### config.mk
export PLATFORM = sky130hd
export DESIGN_NAME = fifo_stream_ctrl_flat
export DESIGN_NICKNAME = d
export VERILOG_FILES = /design/src/rtl/fifo_stream_ctrl_if.sv /design/src/rtl/fifo_stream_ctrl.sv /design/src/flat_wrapper.sv
export SDC_FILE = /design/constraint.sdc
export NUM_CORES = 1
export LEC_CHECK = 0
export ABC_CLOCK_PERIOD_IN_PS = 3490
export CELL_PAD_IN_SITES_DETAIL_PLACEMENT = 0
export CELL_PAD_IN_SITES_GLOBAL_PLACEMENT = 1
export CORE_AREA = 5 5 606 608
export CTS_BUF_LIST = sky130_fd_sc_hd__clkbuf_8
export CTS_CLUSTER_DIAMETER = 30
export DETAILED_ROUTE_END_ITERATION = 10
export DIE_AREA = 0 0 611 613
export DONT_BUFFER_PORTS = 1
export PLACE_DENSITY_LB_ADDON = 0.05
export SYNTH_ARGS = -nofsm -noshare
export SYNTH_HDL_FRONTEND = slang
export SYNTH_SLANG_ARGS = --single-unit
### constraint.sdc
create_clock -name clk -period 3.49 [get_ports clk]
set_input_delay 0 -clock clk [delete_from_list [all_inputs] [get_ports clk]]
set_output_delay 0 -clock clk [all_outputs]
set_load 0.005 [all_outputs]
### src/rtl/fifo_stream_ctrl_if.sv
// rtl/fifo_stream_ctrl_if.sv - push and pop valid/ready streams of fifo_stream_ctrl
interface fifo_stream_ctrl_if #(
  parameter int DATA_WIDTH = 384
);
  logic                  wr_valid;
  logic                  wr_ready;
  logic [DATA_WIDTH-1:0] wr_data;
  logic                  rd_valid;
  logic                  rd_ready;
  logic [DATA_WIDTH-1:0] rd_data;

  modport master (
    output wr_valid, wr_data, rd_ready,
    input  wr_ready, rd_valid, rd_data
  );

  modport slave (
    input  wr_valid, wr_data, rd_ready,
    output wr_ready, rd_valid, rd_data
  );
endinterface

### src/rtl/fifo_stream_ctrl.sv
// rtl/fifo_stream_ctrl.sv - FIFO pointer/count control for an async-read RAM
// Optional sticky ovf/udf flags with `define FIFO_STREAM_ERR_EN.
module fifo_stream_ctrl #(
  parameter int DATA_WIDTH = 384,
  parameter int ADDR_WIDTH = 3,
  parameter int AFULL_LVL  = 6
) (
  input  logic                  clk,
  input  logic                  reset,
  fifo_stream_ctrl_if.slave     s,
  output logic                  ram_w_en,
  output logic [ADDR_WIDTH-1:0] ram_w_addr,
  output logic [ADDR_WIDTH-1:0] ram_r_addr,
  output logic [DATA_WIDTH-1:0] ram_w_data,
  input  logic [DATA_WIDTH-1:0] ram_r_data,
  output logic [ADDR_WIDTH:0]   count,
  output logic                  full,
  output logic                  empty,
`ifdef FIFO_STREAM_ERR_EN
  output logic                  ovf,
  output logic                  udf,
`endif
  output logic                  afull
);

  localparam logic [ADDR_WIDTH:0] AFULL_CNT = (ADDR_WIDTH+1)'(AFULL_LVL);

  logic [ADDR_WIDTH:0] wptr;
  logic [ADDR_WIDTH:0] rptr;
  logic                push;
  logic                pop;

  // Status comes only from registered pointers/count, never from wr_valid/rd_ready.
  assign full  = (wptr[ADDR_WIDTH] != rptr[ADDR_WIDTH]) &&
                 (wptr[ADDR_WIDTH-1:0] == rptr[ADDR_WIDTH-1:0]);
  assign empty = (wptr == rptr);
  assign afull = (count >= AFULL_CNT);

  assign s.wr_ready = ~full;
  assign s.rd_valid = ~empty;
  assign s.rd_data  = ram_r_data;

  assign push = s.wr_valid & ~full;
  assign pop  = s.rd_ready & ~empty;

  assign ram_w_en   = push;
  assign ram_w_addr = wptr[ADDR_WIDTH-1:0];
  assign ram_r_addr = rptr[ADDR_WIDTH-1:0];
  assign ram_w_data = s.wr_data;

  always_ff @(posedge clk) begin
    if (!reset) begin
      wptr  <= '0;
      rptr  <= '0;
      count <= '0;
    end else begin
      if (push) wptr <= wptr + 1'b1;
      if (pop)  rptr <= rptr + 1'b1;
      case ({push, pop})
        2'b10:   count <= count + 1'b1;
        2'b01:   count <= count - 1'b1;
        default: count <= count;
      endcase
    end
  end

`ifdef FIFO_STREAM_ERR_EN
  always_ff @(posedge clk) begin
    if (!reset) begin
      ovf <= 1'b0;
      udf <= 1'b0;
    end else begin
      if (s.wr_valid & full)  ovf <= 1'b1;
      if (s.rd_ready & empty) udf <= 1'b1;
    end
  end
`endif

endmodule

### src/flat_wrapper.sv
// flat-port wrapper written by rule: the top's interface ports become plain ports
module fifo_stream_ctrl_flat 
#(
  parameter int DATA_WIDTH = 384,
  parameter int ADDR_WIDTH = 3,
  parameter int AFULL_LVL  = 6
)
  (clk, reset, ram_w_en, ram_w_addr, ram_r_addr, ram_w_data, ram_r_data, count, full, empty, afull, s_wr_valid, s_wr_data, s_rd_ready, s_wr_ready, s_rd_valid, s_rd_data);
  fifo_stream_ctrl_if #(.DATA_WIDTH(DATA_WIDTH)) s_i ();
  input  logic clk;
  input  logic reset;
  output logic ram_w_en;
  output logic [ADDR_WIDTH-1:0] ram_w_addr;
  output logic [ADDR_WIDTH-1:0] ram_r_addr;
  output logic [DATA_WIDTH-1:0] ram_w_data;
  input  logic [DATA_WIDTH-1:0] ram_r_data;
  output logic [ADDR_WIDTH:0] count;
  output logic full;
  output logic empty;
  output logic afull;
  input wire logic [$bits(s_i.wr_valid)-1:0] s_wr_valid;
  input wire logic [$bits(s_i.wr_data)-1:0] s_wr_data;
  input wire logic [$bits(s_i.rd_ready)-1:0] s_rd_ready;
  output wire logic [$bits(s_i.wr_ready)-1:0] s_wr_ready;
  output wire logic [$bits(s_i.rd_valid)-1:0] s_rd_valid;
  output wire logic [$bits(s_i.rd_data)-1:0] s_rd_data;
  assign s_i.wr_valid = s_wr_valid;
  assign s_i.wr_data = s_wr_data;
  assign s_i.rd_ready = s_rd_ready;
  assign s_wr_ready = s_i.wr_ready;
  assign s_rd_valid = s_i.rd_valid;
  assign s_rd_data = s_i.rd_data;
  fifo_stream_ctrl #(.DATA_WIDTH(DATA_WIDTH), .ADDR_WIDTH(ADDR_WIDTH), .AFULL_LVL(AFULL_LVL)) u_core (.clk(clk), .reset(reset), .s(s_i), .ram_w_en(ram_w_en), .ram_w_addr(ram_w_addr), .ram_r_addr(ram_r_addr), .ram_w_data(ram_w_data), .ram_r_data(ram_r_data), .count(count), .full(full), .empty(empty), .afull(afull));
endmodule
==> run_results.csv <==
group,metric,value,unit
logic_synthesis,ys_async_sr_fraction,0,%
logic_synthesis,seq_area_frac_synth,3.67,%
power_and_ir_drop,internal_power,302,uW
setup_path,slowest_delay,560,ps
floorplan,rows,221,
layout,syn2layout_area_growth,4.51,%
power_and_ir_drop,p_per_area,76.6,nW/um^2
sta,fin_crit_sh,80.6,%
cts,htree_levels,1,
setup_path,end_kind,"register",
grt,grt_overflow_total,0,
setup_path,cp_max_fo,5,
placement,gp_congestion,0.514,
sta,worst_clock_skew,4.46,ps
setup_path,path_cells,"xor2_2 > o41ai_4 > ha_1 > ha_1 > a21oi_1 > a21oi_1 > or4_1 > a21oi_1",
setup_path,reg2reg_depth,8,
power_and_ir_drop,p_switching,223,uW
drt,viasPerCell,0.393,
logic_synthesis,ys.flop_type,"dfxtp_1",
cts,path_clk_slew,70,ps
drt,antenna_left,0,
logic_synthesis,post-synth-top-area-fraction,88.7,%
grt,grt_max_degree,11,
setup_path,cp-start-kind,"register",
logic_synthesis,synthesis.area,6550,sq um
hold_path,hold_start,"s_wr_data[137]",
floorplan,core-area,361000,sq um
setup_path,cpMostUsedCell,"a21oi_1",
logic_synthesis,synth.distinct_cells,28,
sta,setup_ws,678,ps
logic_synthesis,syn_inst,858,
logic_synthesis,yosysMostFrequentCell,"buf_4",
grt,gr-usage-all-layers,3.26,%
logic_synthesis,ys_ff_latch,12,
drt,wl_per_cell,13.5,um
power_and_ir_drop,peakVddDrop,0.0000812,V
sta,tightest_slew,571,ps
placement,pre_cts_slack,588,ps
grt,grt_pass1_wl,69600,um
power_and_ir_drop,p_sw_share,42.5,%
grt,grt_pass1_vias,2181,
layout,n_antenna_cell,0,
floorplan,ios,1556,
hold_path,min_delay_path_depth,0,
setup_path,slowest_stage,"o41ai_4",
hold_path,hold_path.class,"in2out",
power_and_ir_drop,p_seq_share,37.3,%
floorplan,dieHeight,613,um
sta,setup_violations,0,
sta,tns,0,ps
cts,cts_buffers,3,
sta,fin_crit,2810,ps
drt,drt_iter0_drc,116,
sta,slew_headroom,61.7,%
logic_synthesis,syn-num-nets,1636,
layout,final_nets,874,
drt,vias,1923,
sta,rsz0062_at_grt,"no",
logic_synthesis,synth_area_leaders,"buf_4 89%, dfxtp_1 3.7%, ha_1 0.96%",
placement,dpl.hpwl,60900,um
drt,dr.pass1.iters,4,
setup_path,critical_path_class,"reg2reg",
drt,drc,0,
sta,drv_slew,0,
layout,num-fill-cells,43425,
placement,io_buffers,0,
hold_path,worstHoldEndpoint,"ram_w_data[137]",
logic_synthesis,synth_edf_count,0,
cts,clock-sinks,12,
layout,drive_above_1_share,16.0,%
cts,cts_max_path_buffers,2,
job,cap_violations,0,
cts,clk_latency,260,ps
logic_synthesis,yosys_warnings,0,
sta,finalHoldViolations,0,
cts,cts-root-buf,"clkbuf_8",
cts,cts-resized-gates,0,
power_and_ir_drop,p_clk_share,29.0,%
logic_synthesis,syn_avg_cell_area,7.63,sq um
power_and_ir_drop,power_frac_comb,33.7,%
floorplan,initial_core_util,1.81,%
setup_path,rr_startpoint,"u_core.wptr[1]$_SDFFE_PN0P_",
logic_synthesis,synth_area_leader_cell,"buf_4",
sta,clock.fmax,356,MHz
power_and_ir_drop,p_leak,0.000391,uW
floorplan,die_area,375000,sq um
setup_path,r2r_slack,680,ps
setup_path,critPathRequiredTime,3670,ps
floorplan,die_x,611,um
drt,wirelength,65900,um
logic_synthesis,synth_commonest_cells,"774 x buf_4, 12 x dfxtp_1, 9 x nor2_1",
setup_path,rr_endpoint,"u_core.count[3]$_SDFFE_PN0P_",
cts,cts_tree,"done",
setup_path,crit_arrival,3000,ps
grt,antenna_found_initial,0,
run_status,status,"finished, final reports clean",
## logic make-up (layout without fill, tap and decap cells)
family          Yosys count  count (layout)  share of synthesized area (%)
buf+inv                 785              21                           89.4
simple gates             28              28                           2.10
compound gates           17              17                           1.91
flops                    12              12                           3.67
xor+xnor                  9               9                           1.55
fa+ha+maj                 6               6                           1.26
mux                       1               1                          0.153
## layout make-up
cell class | count | area (sq um) | area share, %
tap | 4794 | 6000 | 87.6
multi-input combinational | 61 | 457 | 6.67
timing repair buffer | 8 | 70.1 | 1.02
clock buffer | 3 | 41.3 | 0.603
inverter | 10 | 37.5 | 0.548
sequential | 12 | 240 | 3.51
## worst max-delay path: cells and delay by family, from the launching register on
kind | cells | cell delay, ps
flops | 1 | 510
fa+ha+maj | 2 | 580
compound gates | 4 | 990
xor+xnor | 1 | 180
simple gates | 1 | 470
## registers in the layout (all words and copies together) (netlist names)
register,count
u_core.wptr,4
u_core.count,4
u_core.rptr,4
## power groups by stage
stage,sequential [uW],combinational [uW],clock (uW)
2_1_floorplan,185,839,0
6_report,196,177,152
3_3_place_gp,205,193,0
4_1_cts,201,190,176
5_1_grt,202,203,177
3_5_place_dp,204,184,0
## stage by stage
stage | utilization, % | area (sq um) | hold slack, ps | cells | power, uW
final | 1.90 | 6840 | 0.00142 | 4888 | 525
after global routing | 1.90 | 6840 | 0.00795 | 4888 | 582
after CTS | 1.90 | 6840 | 0.0346 | 4888 | 566
after detailed placement | 1.87 | 6760 | 0.0346 | 4881 | 388
after global placement | 1.87 | 6760 | 0.0346 | 4881 | 397
after floorplan | - | 6550 | 80.8 | 858 | 1020
## worst max-delay path by stage
stage / depth (start not counted) / endpoint / startpoint
floorplan: 9 / u_core.count[3]$_SDFFE_PN0P_ / u_core.wptr[1]$_SDFFE_PN0P_
global placement: 8 / u_core.count[3]$_SDFFE_PN0P_ / u_core.wptr[0]$_SDFFE_PN0P_
detailed placement: 8 / u_core.count[3]$_SDFFE_PN0P_ / u_core.wptr[1]$_SDFFE_PN0P_
CTS: 8 / u_core.count[3]$_SDFFE_PN0P_ / u_core.wptr[1]$_SDFFE_PN0P_
global route: 8 / u_core.count[3]$_SDFFE_PN0P_ / u_core.wptr[0]$_SDFFE_PN0P_
finish: 8 / u_core.count[3]$_SDFFE_PN0P_ / u_core.wptr[1]$_SDFFE_PN0P_
## cell usage in the layout (no fill, tap or decap), types with 2 or more instances in the layout
cell and instances:
dlygate4sd3_1 4, xor2_1 5, a21oi_1 8, nand4_1 2, o21ai_0 4, dfxtp_1 12
xor2_2 3, nand2_1 6, nand3_1 4, inv_1 8, buf_4 4, or3_1 3
nor2_1 9, clkbuf_8 3, ha_1 5
## metal layers
layer,wire (um),GRT usage (%),vias up
met4,5920,2.52,6
met2,29500,5.06,775
li1,-,-,305
met5,335,0.659,-
met3,24100,5.69,300
met1,6050,0.859,537
## timing repair
action,CTS,global route
endpoints found under the hold margin,4,0
setup endpoints to repair,0,0
setup buffers,0,0
hold buffers,4,0
(Power assumes the default switching activity.)
